==> src/rtl/key_ram_arbiter.sv <==
// key_ram_arbiter
//   Shares one single-port RAM between two clients: the keypad (writes one
//   key code per key_flag into a DEPTH-entry ring) and a periodic playback
//   tick (reads the oldest entry and presents it on disp_data).
//
// Ports
//   sys_clk, sys_rst_n    clock (rising edge) / asynchronous active-low reset
//   key_flag, key_data    one-cycle key strobe and its 4-bit code
//   clr                   synchronous flush of ring, flags, tick and FSM
//   ram_addr/ram_wdata    shared RAM address / write word ({key,key})
//   ram_we, ram_re        RAM strobes; ram_rdata is valid the cycle after ram_re
//   disp_data/disp_valid  last played word / one-cycle "new word" pulse
//   empty, full, level    ring status (level counts 0..DEPTH)
//   ovf                   sticky: a key was dropped (busy or ring full)
//   dbg_state             FSM state: 0 IDLE, 1 WRITE, 2 READ, 3 READ_WAIT
//
// Handshakes: key_flag is a push-only strobe with no ready; a strobe that
// finds the one-deep pending slot occupied is dropped and flagged in ovf.
// disp_valid is a push-only strobe with no ready: disp_data is new in the
// single cycle disp_valid is high and is held until the next playback.
module key_ram_arbiter #(
  parameter int ADDR_W   = 5,
  parameter int DATA_W   = 8,
  parameter int TICK_CNT = 25_000_000
) (
  input  logic              sys_clk,
  input  logic              sys_rst_n,
  input  logic              key_flag,
  input  logic [3:0]        key_data,
  input  logic              clr,
  output logic [ADDR_W-1:0] ram_addr,
  output logic [DATA_W-1:0] ram_wdata,
  output logic              ram_we,
  output logic              ram_re,
  input  logic [DATA_W-1:0] ram_rdata,
  output logic [DATA_W-1:0] disp_data,
  output logic              disp_valid,
  output logic              empty,
  output logic              full,
  output logic [ADDR_W:0]   level,
  output logic              ovf,
  output logic [1:0]        dbg_state
);

  localparam int DEPTH  = 1 << ADDR_W;
  localparam int TICK_W = (TICK_CNT > 1) ? $clog2(TICK_CNT) : 1;
  localparam logic [ADDR_W:0]   LVL_FULL  = (ADDR_W+1)'(DEPTH);
  localparam logic [TICK_W-1:0] TICK_LAST = TICK_W'(TICK_CNT - 1);
  localparam logic GRANT_RD = 1'b0;
  localparam logic GRANT_WR = 1'b1;

  typedef enum logic [1:0] {
    S_IDLE      = 2'd0,
    S_WRITE     = 2'd1,
    S_READ      = 2'd2,
    S_READ_WAIT = 2'd3
  } state_t;

  state_t            r_state;
  logic [TICK_W-1:0] r_tick;
  logic              r_play_req;
  logic              r_wr_pend;
  logic [3:0]        r_key;
  logic              r_last_grant;
  logic [ADDR_W-1:0] r_wr_ptr;
  logic [ADDR_W-1:0] r_rd_ptr;
  logic [ADDR_W:0]   r_level;
  logic              r_ovf;
  logic [ADDR_W-1:0] r_ram_addr;
  logic [DATA_W-1:0] r_ram_wdata;
  logic [DATA_W-1:0] r_disp_data;
  logic              r_disp_valid;

  logic w_full;
  logic w_empty;
  logic w_tick_wrap;
  logic w_grant_wr;

  assign w_full      = (r_level == LVL_FULL);
  assign w_empty     = (r_level == '0);
  assign w_tick_wrap = (r_tick == TICK_LAST);
  // Write wins when it is alone, or when both wait and read went last.
  assign w_grant_wr  = r_wr_pend && (!r_play_req || (r_last_grant == GRANT_RD));

  // Strobes come straight from the state register, so they can never overlap
  // and vanish the instant reset lands.
  assign ram_we     = (r_state == S_WRITE) && !w_full;
  assign ram_re     = (r_state == S_READ);
  assign ram_addr   = r_ram_addr;
  assign ram_wdata  = r_ram_wdata;
  assign disp_data  = r_disp_data;
  assign disp_valid = r_disp_valid;
  assign empty      = w_empty;
  assign full       = w_full;
  assign level      = r_level;
  assign ovf        = r_ovf;
  assign dbg_state  = r_state;

  always_ff @(posedge sys_clk or negedge sys_rst_n) begin
    if (!sys_rst_n) begin
      r_tick <= '0;
    end else if (clr || w_tick_wrap) begin
      r_tick <= '0;
    end else begin
      r_tick <= r_tick + 1'b1;
    end
  end

  always_ff @(posedge sys_clk or negedge sys_rst_n) begin
    if (!sys_rst_n) begin
      r_state      <= S_IDLE;
      r_play_req   <= 1'b0;
      r_wr_pend    <= 1'b0;
      r_key        <= '0;
      r_last_grant <= GRANT_RD;
      r_wr_ptr     <= '0;
      r_rd_ptr     <= '0;
      r_level      <= '0;
      r_ovf        <= 1'b0;
      r_ram_addr   <= '0;
      r_ram_wdata  <= '0;
      r_disp_data  <= '0;
      r_disp_valid <= 1'b0;
    end else if (clr) begin
      // Flush aborts any in-flight read: disp_valid is simply not raised.
      r_state      <= S_IDLE;
      r_play_req   <= 1'b0;
      r_wr_pend    <= 1'b0;
      r_wr_ptr     <= '0;
      r_rd_ptr     <= '0;
      r_level      <= '0;
      r_ovf        <= 1'b0;
      r_disp_valid <= 1'b0;
    end else begin
      r_disp_valid <= 1'b0;

      if (key_flag) begin
        if (r_wr_pend) begin
          r_ovf <= 1'b1;
        end else begin
          r_wr_pend <= 1'b1;
          r_key     <= key_data;
        end
      end

      case (r_state)
        S_IDLE: begin
          if (w_grant_wr) begin
            r_state      <= S_WRITE;
            r_last_grant <= GRANT_WR;
            r_ram_addr   <= r_wr_ptr;
            r_ram_wdata  <= DATA_W'({r_key, r_key});
          end else if (r_play_req) begin
            r_last_grant <= GRANT_RD;
            if (w_empty) begin
              // Nothing to play: retire the request without touching RAM.
              r_play_req <= 1'b0;
            end else begin
              r_state    <= S_READ;
              r_ram_addr <= r_rd_ptr;
            end
          end
        end
        S_WRITE: begin
          if (!w_full) begin
            r_wr_ptr <= r_wr_ptr + 1'b1;
            r_level  <= r_level + 1'b1;
          end else begin
            r_ovf <= 1'b1;
          end
          r_wr_pend <= 1'b0;
          r_state   <= S_IDLE;
        end
        S_READ: begin
          r_play_req <= 1'b0;
          r_state    <= S_READ_WAIT;
        end
        S_READ_WAIT: begin
          r_disp_data  <= ram_rdata;
          r_disp_valid <= 1'b1;
          r_rd_ptr     <= r_rd_ptr + 1'b1;
          r_level      <= r_level - 1'b1;
          r_state      <= S_IDLE;
        end
        default: r_state <= S_IDLE;
      endcase

      // A wrap in the same cycle as a service clear must survive.
      if (w_tick_wrap) begin
        r_play_req <= 1'b1;
      end
    end
  end

endmodule

==> config.mk <==
export PLATFORM = sky130hd
export DESIGN_NAME = key_ram_arbiter
export DESIGN_NICKNAME = d
export VERILOG_FILES = /design/src/rtl/key_ram_arbiter.sv
export SDC_FILE = /design/constraint.sdc
export NUM_CORES = 1
export LEC_CHECK = 0
export ABC_AREA = 1
export BUFFER_PORTS_ARGS = -buffer_cell sky130_fd_sc_hd__buf_2
export CAP_MARGIN = 10
export CELL_PAD_IN_SITES_DETAIL_PLACEMENT = 0
export CELL_PAD_IN_SITES_GLOBAL_PLACEMENT = 1
export CORE_MARGIN = 3
export CORE_UTILIZATION = 42
export CTS_CLUSTER_DIAMETER = 100
export DETAILED_ROUTE_END_ITERATION = 10
export PLACE_DENSITY = 0.9
export SLEW_MARGIN = 20
export SYNTH_ARGS = -nofsm -noshare
export SYNTH_HDL_FRONTEND = slang
export SYNTH_SLANG_ARGS = --single-unit
==> constraint.sdc <==
create_clock -name sys_clk -period 2.5 [get_ports sys_clk]
set_clock_uncertainty 0.2 [all_clocks]
set_input_delay 0.25 -clock sys_clk [delete_from_list [all_inputs] [get_ports sys_clk]]
set_output_delay 0.25 -clock sys_clk [all_outputs]
set_load 0.02 [all_outputs]
## Word level (Yosys, flattened, before mapping)

Cells that the tools add are included.

| operators by class | value |
|---|---|
| eq/ne operators | 11 |
| bitwise operators | 3 |
| add/subtract/negate cells | 5 |
| muxes and demuxes | 35 |
| reduce and logical (&&, ||, !) cells | 24 |

Operators by type and width:

| kind | count |
|---|---|
| $mux W5 | 8 |
| $add A25 B1 Y25 const B | 1 |
| $eq A25 B25 Y1 const B | 1 |
| $mux W25 | 1 |
| $mux W1 | 17 |
| $mux W6 | 2 |
| $ne A4 B4 Y1 const B | 3 |
| $pmux W6 S2 | 1 |
| $add A5 B1 Y5 const B | 2 |
| $reduce_and A2 Y1 | 5 |
| $reduce_and A3 Y1 | 3 |
| $mux W2 | 4 |
| $add A6 B1 Y6 const B | 1 |
| $eq A6 B6 Y1 const B | 1 |
| $logic_not A6 Y1 | 1 |
| $pmux W2 S3 | 1 |
| $reduce_bool A2 Y1 | 3 |
| $reduce_bool A3 Y1 | 2 |
| $sub A6 B1 Y6 const B | 1 |
| $eq A2 B2 Y1 const B | 2 |
| $reduce_and A4 Y1 | 1 |
| $reduce_bool A4 Y1 | 1 |
| $ne A3 B3 Y1 const B | 1 |
| $not A1 Y1 | 3 |
| other kinds (9) | 12 |

| word-level totals | value |
|---|---|
| output and inout port bits | 35 |
| bits in registers | 73 |
| input bits | 16 |
| logic and storage cells | 92 |

## Logic depth before layout (Yosys ltp)

| depth | value |
|---|---|
| depth after elaboration | 7 |
| gate-level depth with buffers | 12 |
| depth with buffers taken out | 11 |

## Least setup slack after synthesis

Ideal clock, no wire load.

| timing | value |
|---|---|
| path type | reg-to-reg |
| start | reg r_state[0] (netlist: dbg_state[0]) |
| end | reg r_level[5] (netlist: level[5]) |
| cell stages (with the launch flop) | 10 |
| clock period less this slack | 1956 ps |
| buffers on the path | 1 |
| data required time | 2183 ps |
| arrival | 1639 ps |
| slack | 544 ps |
| library setup time | 117 ps |
| cells stage by stage | dfrtp_1 > buf_6 > nand2_2 > inv_1 > ha_1 > a21o_1 > nor2_1 > nand3_1 > nand3_1 > nand2_1 |

| between the ends | value |
|---|---|
| longest elaborated chain between the ends | 3 |
| elaborated cells between the ends (all ways) | 7 |
| classes of those cells | eq/ne (3); mux (2); reduce/logical (2) |

RTL lines:

| element | line | RTL |
|---|---|---|
| from (decl) | 59 | `state_t r_state;` |
| from (signal assigned) | 111 | `r_state <= S_IDLE;` |
| from (signal assigned) | 126 | `r_state <= S_IDLE;` |
| from (signal assigned) | 149 | `r_state <= S_WRITE;` |
| $eq A2 B2 Y1 or $eq A2 B1 Y1 (tied branches) | 146 | `case (r_state)` |
| $pmux W6 S2, or another cell as far along | 146 |  |
| $mux W6 or $reduce_and A2 Y1 (tied branches) | -- |  |
| to (signal assigned) | 167 | `r_level <= r_level + 1'b1;` |
| to (signal assigned) | 182 | `r_level <= r_level - 1'b1;` |
| to (decl) | 67 | `logic [ADDR_W:0] r_level;` |

Parallel ways exist; a longest one is shown, timed or not.
A chain may end at the register's enable or synchronous reset.

## Final worst setup path

Ends and elaborated chain as after synthesis.

==> impl_metrics.csv <==
group,metric,value,unit
run_status,status,"finished clean",
die,num_rows,33,
cts,clk_pin_slew,90,ps
worst_setup_path,path_max_fanout,10,
detailed_routing,dr_total_vias,3291,
power,cellLeakagePower,2.10,nW
final_layout,final_cell_mix,"nand2_1 (151), nor2_1 (75), dfrtp_1 (69), inv_1 (54), buf_2 (50)",
detailed_routing,drtPass1Iterations,4,
die,io_pins,51,
synth,syn_inst,493,
final_layout,final_common_cell,"nand2_1",
cts,clockBufferDepth,2,
cts,cts_inserted_buffers,9,
timing,period_share,83.0,%
timing,slew_headroom,70.1,%
detailed_routing,wl_per_cell,13.1,um
power,power,3.14,mW
cts,cts_sinks,69,
global_route,grtUsageTotal,18.8,%
power,peakVddDrop,0.000401,V
synth,yosysWarnings,0,
global_route,gr-total-overflow,0,
die,dieArea,10000,um2
global_route,grt_max_degree,70,
detailed_routing,route.detailed.drc,0,
worst_setup_path,crit-reg2reg-launch,"dbg_state[0]$_DFFE_PN0P_",
cts,clk_latency,350,ps
placement,dp_hpwl,6230,um
power,clkPwrFrac,28.1,%
power,p_per_area,722,nW/um2
worst_setup_path,critPathLaunchType,"flop",
die,die_h,100,um
detailed_routing,via_per_inst,4.93,
worst_setup_path,worstSetupPathType,"flop to flop",
synth,netlist_top_cells_area,"dfrtp_1 (47%), nand2_1 (15%), nor2_1 (7.6%), inv_1 (5.5%), nand3_1 (4.0%)",
power,switching_power,1.21,mW
final_layout,drive_above_1_share,14.9,%
detailed_routing,routed_wl,8750,um
synth,netlist.area_leader.share,46.5,%
synth,synthDistinctLibCells,31,
timing,fin_tns_setup,0,ps
die,die_width,100,um
synth,async_flop_share,100,%
die,coreArea,8380,um2
synth,yosys.area.top_type,"dfrtp_1",
timing,setup-violations-final,0,
placement,placed_cell_area,4040,um2
final_layout,diodes,0,
timing,worst_slew_pin_slew,448,ps
timing,hold_violations,0,
power,switching_share,38.4,%
timing,timing.final.crit_period,2070,ps
power,combPwrFrac,27.0,%
timing,drv_slew,0,
worst_setup_path,cp.required,2550,ps
synth,synth-seq-cells,69,
cts,cts-resized-gates,0,
worst_setup_path,crit_path_end_kind,"flop",
timing,holdWs,52.4,ps
die,start_util,44.3,%
worst_setup_path,cp-startpoint,"dbg_state[0]$_DFFE_PN0P_",
timing,rsz0062_at_grt,"no",
flow_run,drv_cap,0,
synth,postSynthNetCount,515,
placement,gp_routability_congestion,0.868,
synth,synth_edf_count,0,
cts,clockRootBuffer,"clkbuf_8",
min_path,hp-class,"input port to flop",
worst_setup_path,crit_arrival,2120,ps
global_route,grt_pass1_wl,15100,um
global_route,grt_pass1_vias,3237,
min_path,hp-start,"key_flag",
cts,htreeDepth,3,
power,sequentialPowerShare,44.9,%
detailed_routing,drt_iter0_drc,149,
final_layout,fin_area,4350,um2
synth,avgSynthCellArea,7.52,um2
worst_setup_path,slowest_delay,530,ps
power,intPower,1.94,mW
detailed_routing,antenna_left,0,
synth,ys_seq_area_share,46.5,%
synth,synth_ff_type,"dfrtp_1",
final_layout,fin_nets,580,
placement,port_buffers,50,
worst_setup_path,critPathSlowestCell,"dfrtp_1",
synth,synth_area,3710,um2
worst_setup_path,crit_top_cell,"nand3_1",
global_route,antenna_found_initial,0,
cts,cts_tree,"yes",
worst_setup_path,path_cells,"nand2_2 > inv_1 > ha_1 > a21o_1 > nor2_1 > nand3_1 > nand3_1 > nand2_1",
timing,max_freq,0.482,GHz
final_layout,synthToLayoutAreaGrowth,17.4,%
[power groups by stage]
stage               Sequential [mW]  Combinational (mW)  Clock (mW)
finish                         1.41               0.848       0.884
global route                   1.44               0.930       0.960
CTS                            1.41               0.859       0.910
detailed placement             1.43               0.843           0
global placement               1.43               0.817           0
floorplan                      1.57               0.427           0
[final cells by class]
cell class                      instances  area, um2
Clock buffer                            9        124
Clock inverter                          7       65.1
Fill cell                             813       4030
Inverter                               57        214
Multi-Input combinational cell        356       1690
Sequential cell                        69       1730
Tap cell                              105        131
Timing Repair Buffer                   65        408
[state kept, by name (all words and copies together), names as in the netlist]
register,count
r_last_grant,1
disp_data,8
r_tick,25
ram_wdata,4
r_wr_ptr,5
level,6
disp_valid,1
dbg_state,2
r_rd_ptr,5
r_key,4
ram_addr,5
r_play_req,1
r_wr_pend,1
ovf,1
[worst paths after layout]
path                       slack (ps)  cells after the start                       end
max                               430                      8      level[5]$_DFFE_PN0P_
min                                50                      3             ovf$_DFF_PN0_
max reg2reg                       430                      8      level[5]$_DFFE_PN0P_
min reg2reg                       280                      2  disp_data[7]$_DFFE_PN0P_
max in group asynchronous        1540                      3      r_tick[21]$_DFF_PN0_
min in group asynchronous         250                      3       r_tick[8]$_DFF_PN0_
[layer usage]
layer | global-route usage [%] | part of all wire [%]
met2 | 31.5 | 50
met5 | 0 | 0
met3 | 4.10 | 4.1
met1 | 24.2 | 44
met4 | 6.22 | 1.9
[metrics by stage]
step                      std cells  util (%)  worst slack, ps
final                           668      51.9              426
after global routing            668      51.9              208
after CTS                       668      51.9              438
after detailed placement        639      48.1              458
after global placement          639      48.1              517
after floorplan                 493         -              544
[cells in the mapped netlist (2+ instances only)]
| cell type | n |
|---|---|
| o21ai_0 | 26 |
| xor2_1 | 9 |
| xnor2_1 | 3 |
| nor2_4 | 3 |
| dfrtp_1 | 69 |
| nand4_1 | 7 |
| a21oi_1 | 13 |
| inv_2 | 2 |
| buf_6 | 3 |
| ha_1 | 6 |
| nor3_1 | 11 |
| nand3b_1 | 2 |
| a31oi_1 | 2 |
| o21ai_1 | 2 |
| nand3_1 | 30 |
| nand2_1 | 151 |
| nand2_2 | 5 |
| nor2_1 | 75 |
| nand2_4 | 2 |
| buf_2 | 4 |
| nor3b_1 | 2 |
| buf_4 | 4 |
| inv_1 | 54 |
[kinds of logic (layout without fill, tap and decap cells)]
kind of cell / count (synthesis) / count (layout) / synth area share (%)
DFF: 69 / 69 / 46.5
AOI/OAI and AO/OA: 49 / 49 / 7.66
adders and majority gates: 6 / 6 / 2.02
xor gates and xnor gates: 12 / 12 / 2.83
and+or+nand+nor: 289 / 289 / 32.9
buffers and inverters: 68 / 138 / 8.03
[what timing repair did]
item                      in CTS  in global routing
hold buffers                  13                  0
hold endpoints to repair      81                  0
setup buffers                  0                  0
[worst max-delay path: cells and delay by family, from the launching register on]
| kind | cells | cell delay (ps) |
|---|---|---|
| adders and majority gates | 1 | 290 |
| AOI/OAI and AO/OA | 1 | 180 |
| DFF | 1 | 530 |
| and+or+nand+nor | 5 | 540 |
| buffers and inverters | 1 | 220 |
Power figures use the tool's default switching activity.
